**src/rtl/amp_trig_gen.sv**
```systemverilog
// Multi-channel amplifier trigger generator: a rising edge on trigger_in launches
// one delayed, width-limited pulse per enabled channel, followed by a hold-off.
module amp_trig_gen #(
  parameter int N_CH      = 4,
  parameter int DELAY_W   = 7,
  parameter int WIDTH_W   = 8,
  parameter int HOLDOFF_W = 10
) (
  input  logic                    clk,
  input  logic                    rst_n,
  input  logic                    trigger_in,
  input  logic [N_CH-1:0]         trig_out_en,
  input  logic [N_CH*DELAY_W-1:0] trig_out_delay,
  input  logic [N_CH*WIDTH_W-1:0] trig_out_width,
  input  logic [N_CH-1:0]         trig_out_mode,
  input  logic [HOLDOFF_W-1:0]    holdoff,
  output logic [N_CH-1:0]         amp_trig,
  output logic                    busy,
  output logic [15:0]             trig_count,
  output logic [7:0]              missed_count
);

  localparam int CNT_W = DELAY_W + WIDTH_W + 1;

  typedef enum logic [1:0] {IDLE, RUN, HOLDOFF} state_t;

  state_t                 state;
  logic                   trig_d;
  logic                   trig_edge;
  logic [CNT_W-1:0]       cnt;
  logic [CNT_W-1:0]       cnt_nxt;
  logic [HOLDOFF_W-1:0]   hcnt;
  logic [HOLDOFF_W-1:0]   snap_holdoff;
  logic [N_CH-1:0]        snap_en;
  logic [N_CH-1:0]        snap_mode;
  logic [DELAY_W-1:0]     snap_delay [N_CH];
  logic [WIDTH_W-1:0]     snap_width [N_CH];
  logic [N_CH-1:0]        killed;
  logic [CNT_W-1:0]       win_end [N_CH];
  logic [N_CH-1:0]        snap_eff;
  logic [N_CH-1:0]        run_kill;
  logic [N_CH-1:0]        run_act;
  logic [N_CH-1:0]        ch_done;
  logic [N_CH-1:0]        start_act;
  logic                   any_eff;

  assign trig_edge = trigger_in & ~trig_d;

  // cnt is the index of the current output cycle within the sequence; the
  // registered outputs are computed one index ahead (cnt_nxt).
  always_comb begin
    cnt_nxt   = cnt + CNT_W'(1);
    any_eff   = 1'b0;
    start_act = '0;
    snap_eff  = '0;
    run_kill  = '0;
    run_act   = '0;
    ch_done   = '0;
    for (int i = 0; i < N_CH; i++) begin
      win_end[i]  = CNT_W'(snap_delay[i]) + CNT_W'(snap_width[i]);
      snap_eff[i] = snap_en[i] && (snap_width[i] != '0);
      run_kill[i] = killed[i] | (snap_mode[i] & ~trigger_in);
      run_act[i]  = snap_eff[i] && !run_kill[i] &&
                    (cnt_nxt >= CNT_W'(snap_delay[i])) && (cnt_nxt < win_end[i]);
      ch_done[i]  = !snap_eff[i] || run_kill[i] || (cnt_nxt >= win_end[i]);
      if (trig_out_en[i] && (trig_out_width[i*WIDTH_W +: WIDTH_W] != '0)) begin
        any_eff      = 1'b1;
        start_act[i] = (trig_out_delay[i*DELAY_W +: DELAY_W] == '0);
      end
    end
  end

  always_ff @(posedge clk or negedge rst_n) begin
    if (!rst_n) begin
      state        <= IDLE;
      trig_d       <= 1'b1;
      cnt          <= '0;
      hcnt         <= '0;
      snap_holdoff <= '0;
      snap_en      <= '0;
      snap_mode    <= '0;
      killed       <= '0;
      amp_trig     <= '0;
      busy         <= 1'b0;
      trig_count   <= '0;
      missed_count <= '0;
      for (int i = 0; i < N_CH; i++) begin
        snap_delay[i] <= '0;
        snap_width[i] <= '0;
      end
    end else begin
      trig_d <= trigger_in;
      if (trig_edge && (state != IDLE) && (missed_count != 8'hFF))
        missed_count <= missed_count + 8'd1;
      case (state)
        IDLE: begin
          if (trig_edge) begin
            snap_en      <= trig_out_en;
            snap_mode    <= trig_out_mode;
            snap_holdoff <= holdoff;
            for (int i = 0; i < N_CH; i++) begin
              snap_delay[i] <= trig_out_delay[i*DELAY_W +: DELAY_W];
              snap_width[i] <= trig_out_width[i*WIDTH_W +: WIDTH_W];
            end
            cnt        <= '0;
            hcnt       <= '0;
            killed     <= '0;
            busy       <= 1'b1;
            trig_count <= trig_count + 16'd1;
            // The edge cycle itself has trigger_in high, so delay-0 channels
            // start immediately regardless of mode.
            if (any_eff) begin
              state    <= RUN;
              amp_trig <= start_act;
            end else begin
              state    <= HOLDOFF;
            end
          end
        end
        RUN: begin
          cnt      <= cnt_nxt;
          killed   <= run_kill;
          amp_trig <= run_act;
          hcnt     <= '0;
          if (&ch_done)
            state <= HOLDOFF;
        end
        HOLDOFF: begin
          if (hcnt >= snap_holdoff) begin
            state <= IDLE;
            busy  <= 1'b0;
          end else begin
            hcnt <= hcnt + HOLDOFF_W'(1);
          end
        end
        default: state <= IDLE;
      endcase
    end
  end

endmodule

```
**config.mk**
```make
export PLATFORM = sky130hd
export DESIGN_NAME = amp_trig_gen
export DESIGN_NICKNAME = d
export VERILOG_FILES = /design/src/rtl/amp_trig_gen.sv
export SDC_FILE = /design/constraint.sdc
export NUM_CORES = 1
export LEC_CHECK = 0
export BUFFER_PORTS_ARGS = -buffer_cell sky130_fd_sc_hd__buf_2
export CAP_MARGIN = 20
export CORE_MARGIN = 3
export CORE_UTILIZATION = 41
export CTS_CLUSTER_DIAMETER = 200
export DETAILED_ROUTE_END_ITERATION = 8
export MAX_ROUTING_LAYER = met4
export SYNTH_ARGS = -nofsm -noshare
export SYNTH_HDL_FRONTEND = slang
export SYNTH_SLANG_ARGS = --single-unit
```
**constraint.sdc**
```tcl
create_clock -name clk -period 3.4 [get_ports clk]
set_input_delay 0.34 -clock clk [delete_from_list [all_inputs] [get_ports clk]]
set_output_delay 0.34 -clock clk [all_outputs]
set_load 0.05 [all_outputs]
```
# Yosys cells after proc, flatten, opt, wreduce, memory -nomap -nowiden
# Index checks and enable logic that the tools add are counted.
# classes
n_addsub	8
order_cmp	13
eq_ne	8
muxes	26
n_bitwise	11
n_reduce_logical	62
# op_table
operator	count
>= comparator 16 x 7 -> 1 bit	4
>= comparator 16 x 9 -> 1 bit	4
less-than comparator 16 x 9 -> 1 bit	4
nonzero test 8 bit	8
adder 7 x 8 -> 9 bit	4
adder 16 x 1 -> 16 bit, second input constant	2
case mux 16 bit (2 select lines)	1
case mux 10 bit (3 select lines)	1
logical NOT 7 bit	4
logical AND 1 bit	22
two-way mux 10 bit	2
two-way mux 16 bit	1
case mux 4 bit (2 select lines)	2
two-way mux 4 bit	3
AND reduction 3 bit	4
adder 10 x 1 -> 10 bit, second input constant	1
>= comparator 10 bit	1
two-way mux 1 bit	10
!= test 2 bit, second input constant	5
adder 8 x 1 -> 8 bit, second input constant	1
logical NOT 1 bit	8
logical OR 1 bit	8
two-way mux 2 bit	4
!= test 8 bit, second input constant	1
12 further kinds	23
# totals
regBits	140
input_bits	81
out_inout_bits	29
wordCells	148

# Longest topological paths before layout
# depth
ltp_word	9
mapped_depth	16

# Least setup slack after synthesis
# No wires, ideal clock.
# synth_path
kind	register -> register
from	register snap_delay[0] (netlist bit)
to	register state[0]
setup_time_ns	0.126
arrival_time_ns	3.046
t_required_ns	3.274
slack_ns	0.228
path_stages_with_launch	16
path_buffers	0
period_less_slack_ns	3.172
cell_sequence	dfrtp_1 ha_1 fa_1 a21o_1 a21oi_1 o21ai_0 a21oi_1 nor2b_1 o21ai_0 ha_1 nand3_1 or2_2 a31o_2 a211oi_1 and2_1 o21ai_0
# synth_via
elab_chain_cells	6
# synth_lines
item	line	text
start: declaration	36	logic [DELAY_W-1:0] snap_delay [N_CH];
start signal: indexed assignment	102	snap_delay[i] <= trig_out_delay[i*DELAY_W +: DELAY_W];
adder 7 x 8 -> 9 bit	60	win_end[i] = CNT_W'(snap_delay[i]) + CNT_W'(snap_width[i]);
>= comparator 16 x 9 -> 1 bit	65	ch_done[i] = !snap_eff[i] || run_kill[i] || (cnt_nxt >= win_end[i]);
logical OR 1 bit	65	
AND reduction 4 bit	125	if (&ch_done)
!= test 2 bit (no source line)	--	
AND reduction 3 bit (no source line)	--	
end signal: assignment	75	state <= IDLE;
end signal: assignment	126	state <= HOLDOFF;
end signal: assignment	130	state <= IDLE;
end: declaration	27	state_t state;
# No other way between the ends.
# A chain may end at the register's enable or synchronous reset.

# Final worst setup path
# layout_path
from	register snap_width[16] (netlist bit)
to	register state[0]
# layout_via
elab_chain_cells	8
word_cells_on_any_way	10
# layout_lines
item	line	text
start: declaration	37	logic [WIDTH_W-1:0] snap_width [N_CH];
start signal: indexed assignment	103	snap_width[i] <= trig_out_width[i*WIDTH_W +: WIDTH_W];
parallel branches: the longest is 4 deep, another holds >= comparator 16 x 9 -> 1 bit	--	
logical OR 1 bit (*)	65	
AND reduction 4 bit (*)	125	
!= test 2 bit (no source line) (*)	--	
AND reduction 3 bit (no source line) (*)	--	
# Every way passes the cells marked *.

==> flow_summary.toml <==
[synth]
synth_edf_count = 0
synth_cells = 992
synth-seq-cells = 140
synth_top_area_cell = "dfrtp_1"
synthMostInstantiatedCell = "nand2_1"
synthTopCellsByArea = "dfrtp_1 (39%), ha_1 (15%), nand2_1 (9.1%), o21ai_0 (4.6%), xnor2_1 (3.5%)"
ys_seq_area_share_pct = 39.4
syn-mean-instance-area_um2 = 8.97
syn-num-nets = 1183
async_reset_ff_share_pct = 100
synthFlopType = "dfrtp_1"
synth.top_cell.area_share_pct = 39.1
ys_types = 61
syn_area_um2 = 8890
synth_commonest_cells = "nand2_1 (215), dfrtp_1 (139), ha_1 (106)"
yosysWarnings = 0

[floorplanning]
initial_utilization_pct = 42.0
dieHeight_um = 153
core-area_um2 = 21200
die-area_um2 = 23500
rows = 53
num_io_pins = 110
die_w_um = 153

[timing]
slew-limit-headroom_pct = 54.4
tightest_slew_ns = 0.677
fmax_mhz = 304
hold_ws_ns = 0.0536
hold_viol_final = 0
timing.final.crit_share_pct = 96.8
fin_skew_ns = 0.0107
finalMaxSlewViolations = 0
finalSetupViolations = 0
post-route-min-period_ns = 3.29

[finish]
nNetsFinal = 1307
synthToLayoutAreaGrowth_pct = 19.5
drive_gt1_share_pct = 18.2
n_antenna_cell = 0

[route]
drtIter0Drc = 340
drc_errors = 0
via_per_inst = 5.30
drt-pass1-iter-count = 5
vias = 7436
wire_per_inst_um = 16.3
finalWirelength_mm = 22.9
ant_nets = 0

[clocking]
insertion_delay_ns = 0.42
cts_buffer_depth = 2
cts_sinks = 140
htreeDepth = 4
cts-root-buf = "clkbuf_16"
path_clk_slew_ns = 0.06
postCtsSetupBuffers = 0
cts-buffers-inserted = 17
cts_tree = "yes"

[placement]
hpwl_mm = 16.8
place.port_buffers = 109
gp_congestion = 0.876

[worst_setup_path]
cp-start-kind = "flop"
arrival_ns = 3.63
end_kind = "flop"
cp_top_family = "compound AO/OA/AOI/OAI gates"
path_class = "reg2reg"
critPathMaxStageDelay_ns = 0.41
cp_cell_sequence = "ha_1, fa_2, a21o_1, a21oi_2, o21bai_1, a21oi_2, nor2b_1, o21ai_0, ha_1, and3_1, a22oi_2, o2111ai_2, a41oi_2, a211oi_2, and2_1, o21ai_0"
cpMaxStageDelayCell = "dfrtp_1"
worstPathMaxFanout = 3
cp.required_ns = 3.74
critPathBufInv = 0
r2r-start = "snap_width[16]"
startpoint = "snap_width[16]"

[global_route]
grt_max_degree = 80
grt_util_all_layers_pct = 20.1
grt_pass1_vias = 7182
antenna_found_initial = 0
grt_first_pass_wirelength_mm = 37.0
grt-ovfl-total = 0

[power]
power.total_w = 0.00978
p_per_area_nw_per_um2 = 920
ir_drop_uv = 351
leakage_nw = 5.34

[run_status]
status = "complete, no violations"

[hold_path]
hold_start = "trigger_in"
holdCritPathClass = "in2reg"

[run]
drv_cap = 0
-- cell families (layout without fill, tap and decap cells) --
| group | Yosys count | in the layout | synth area share [%] |
|---|---|---|---|
| DFF | 140 | 140 | 39.4 |
| and+or+nand+nor | 395 | 395 | 21.0 |
| adders and majority gates | 110 | 110 | 15.8 |
| AOI/OAI and AO/OA | 206 | 206 | 14.2 |
| xor gates and xnor gates | 61 | 61 | 6.01 |
| muxes | 2 | 2 | 0.239 |
| buffers and inverters | 78 | 215 | 3.33 |
-- routing by layer --
layer	track usage (%)	vias to the layer above	part of all wire, %
met4	6.11	0	1.7
li1	-	3722	-
met5	-	-	0
met1	27.1	3540	48
met3	2.89	32	3.5
met2	31.5	142	47
-- path summary, 6_finish.rpt --
| kind | end | slack, ns | depth (start not counted) |
|---|---|---|---|
| max in group asynchronous | trig_d | 2.07 | 3 |
| worst min register to register | trig_count[15] | 0.48 | 1 |
| worst max register to register | state[0] | 0.11 | 16 |
| worst max-delay path | state[0] | 0.11 | 16 |
| worst min-delay path | trig_d | 0.05 | 1 |
| min in group asynchronous | missed_count[5] | 0.49 | 2 |
-- stage by stage --
| step | instance area [um2] | setup WS [ns] | util (%) | cells | TNS [ns] |
|---|---|---|---|---|---|
| 4_1_cts | 10600 | 0.00316 | 49.9 | 1404 | 0 |
| 5_1_grt | 10600 | -0.0647 | 50.2 | 1404 | -0.154 |
| 3_5_place_dp | 9890 | -0.0737 | 46.7 | 1371 | -0.121 |
| 2_1_floorplan | 8890 | 0.228 | - | 992 | 0 |
| 6_report | 10600 | 0.108 | 50.2 | 1404 | 0 |
| 3_3_place_gp | 9890 | 0.0743 | 46.7 | 1371 | 0 |
-- timing repair --
action | CTS | global route
setup endpoints to repair | 2 | 5
gates resized for setup | 4 | 21
hold endpoints to repair | 67 | 0
pin swaps | 2 | 6
hold buffers | 1 | 0
gates cloned | 0 | 0
-- cells in the final DEF, fill, tap and decap left out, drive strengths merged, types with 2 or more instances in the layout --
cell type	count
a41oi	3
xnor2	36
nor3b	2
a31oi	4
ha	106
nand3	26
clkbuf	21
nand4	20
o21bai	5
o22ai	2
and3	8
o21ai	82
o211ai	9
or2	9
a21oi	44
fa	4
nor2	34
o31ai	4
and2	4
o21a	2
dfrtp	139
nand2	216
or4	9
nor4	15
nor3	20
xor2	25
o22a	2
buf	132
a211oi	8
nor2b	17
a21o	22
nand2b	12
o2111ai	7
inv	50
clkinv	6
bufinv	4
-- flip-flops by register name (all words and copies together) (netlist names) --
name	count
snap_en	4
missed_count	8
snap_delay	28
snap_width	32
busy	1
state	2
snap_mode	4
killed	4
hcnt	10
trig_count	16
amp_trig	4
trig_d	1
cnt	16
snap_holdoff	10
-- cell type report --
class                      instances  area [um2]
clock buffer                      21         470
clock inverter                    11         165
fill                            1994       10500
inverter                          50         188
multi-input combinational        774        5190
sequential                       140        3500
tap                              275         344
timing repair buffer             133         759
-- where the power goes --
part | internal, W | switching, W
logic | 0.00214 | 0.00282
registers | 0.00223 | 0.000568
clock network | 0.00128 | 0.000732
Power figures use the tool's default switching activity.
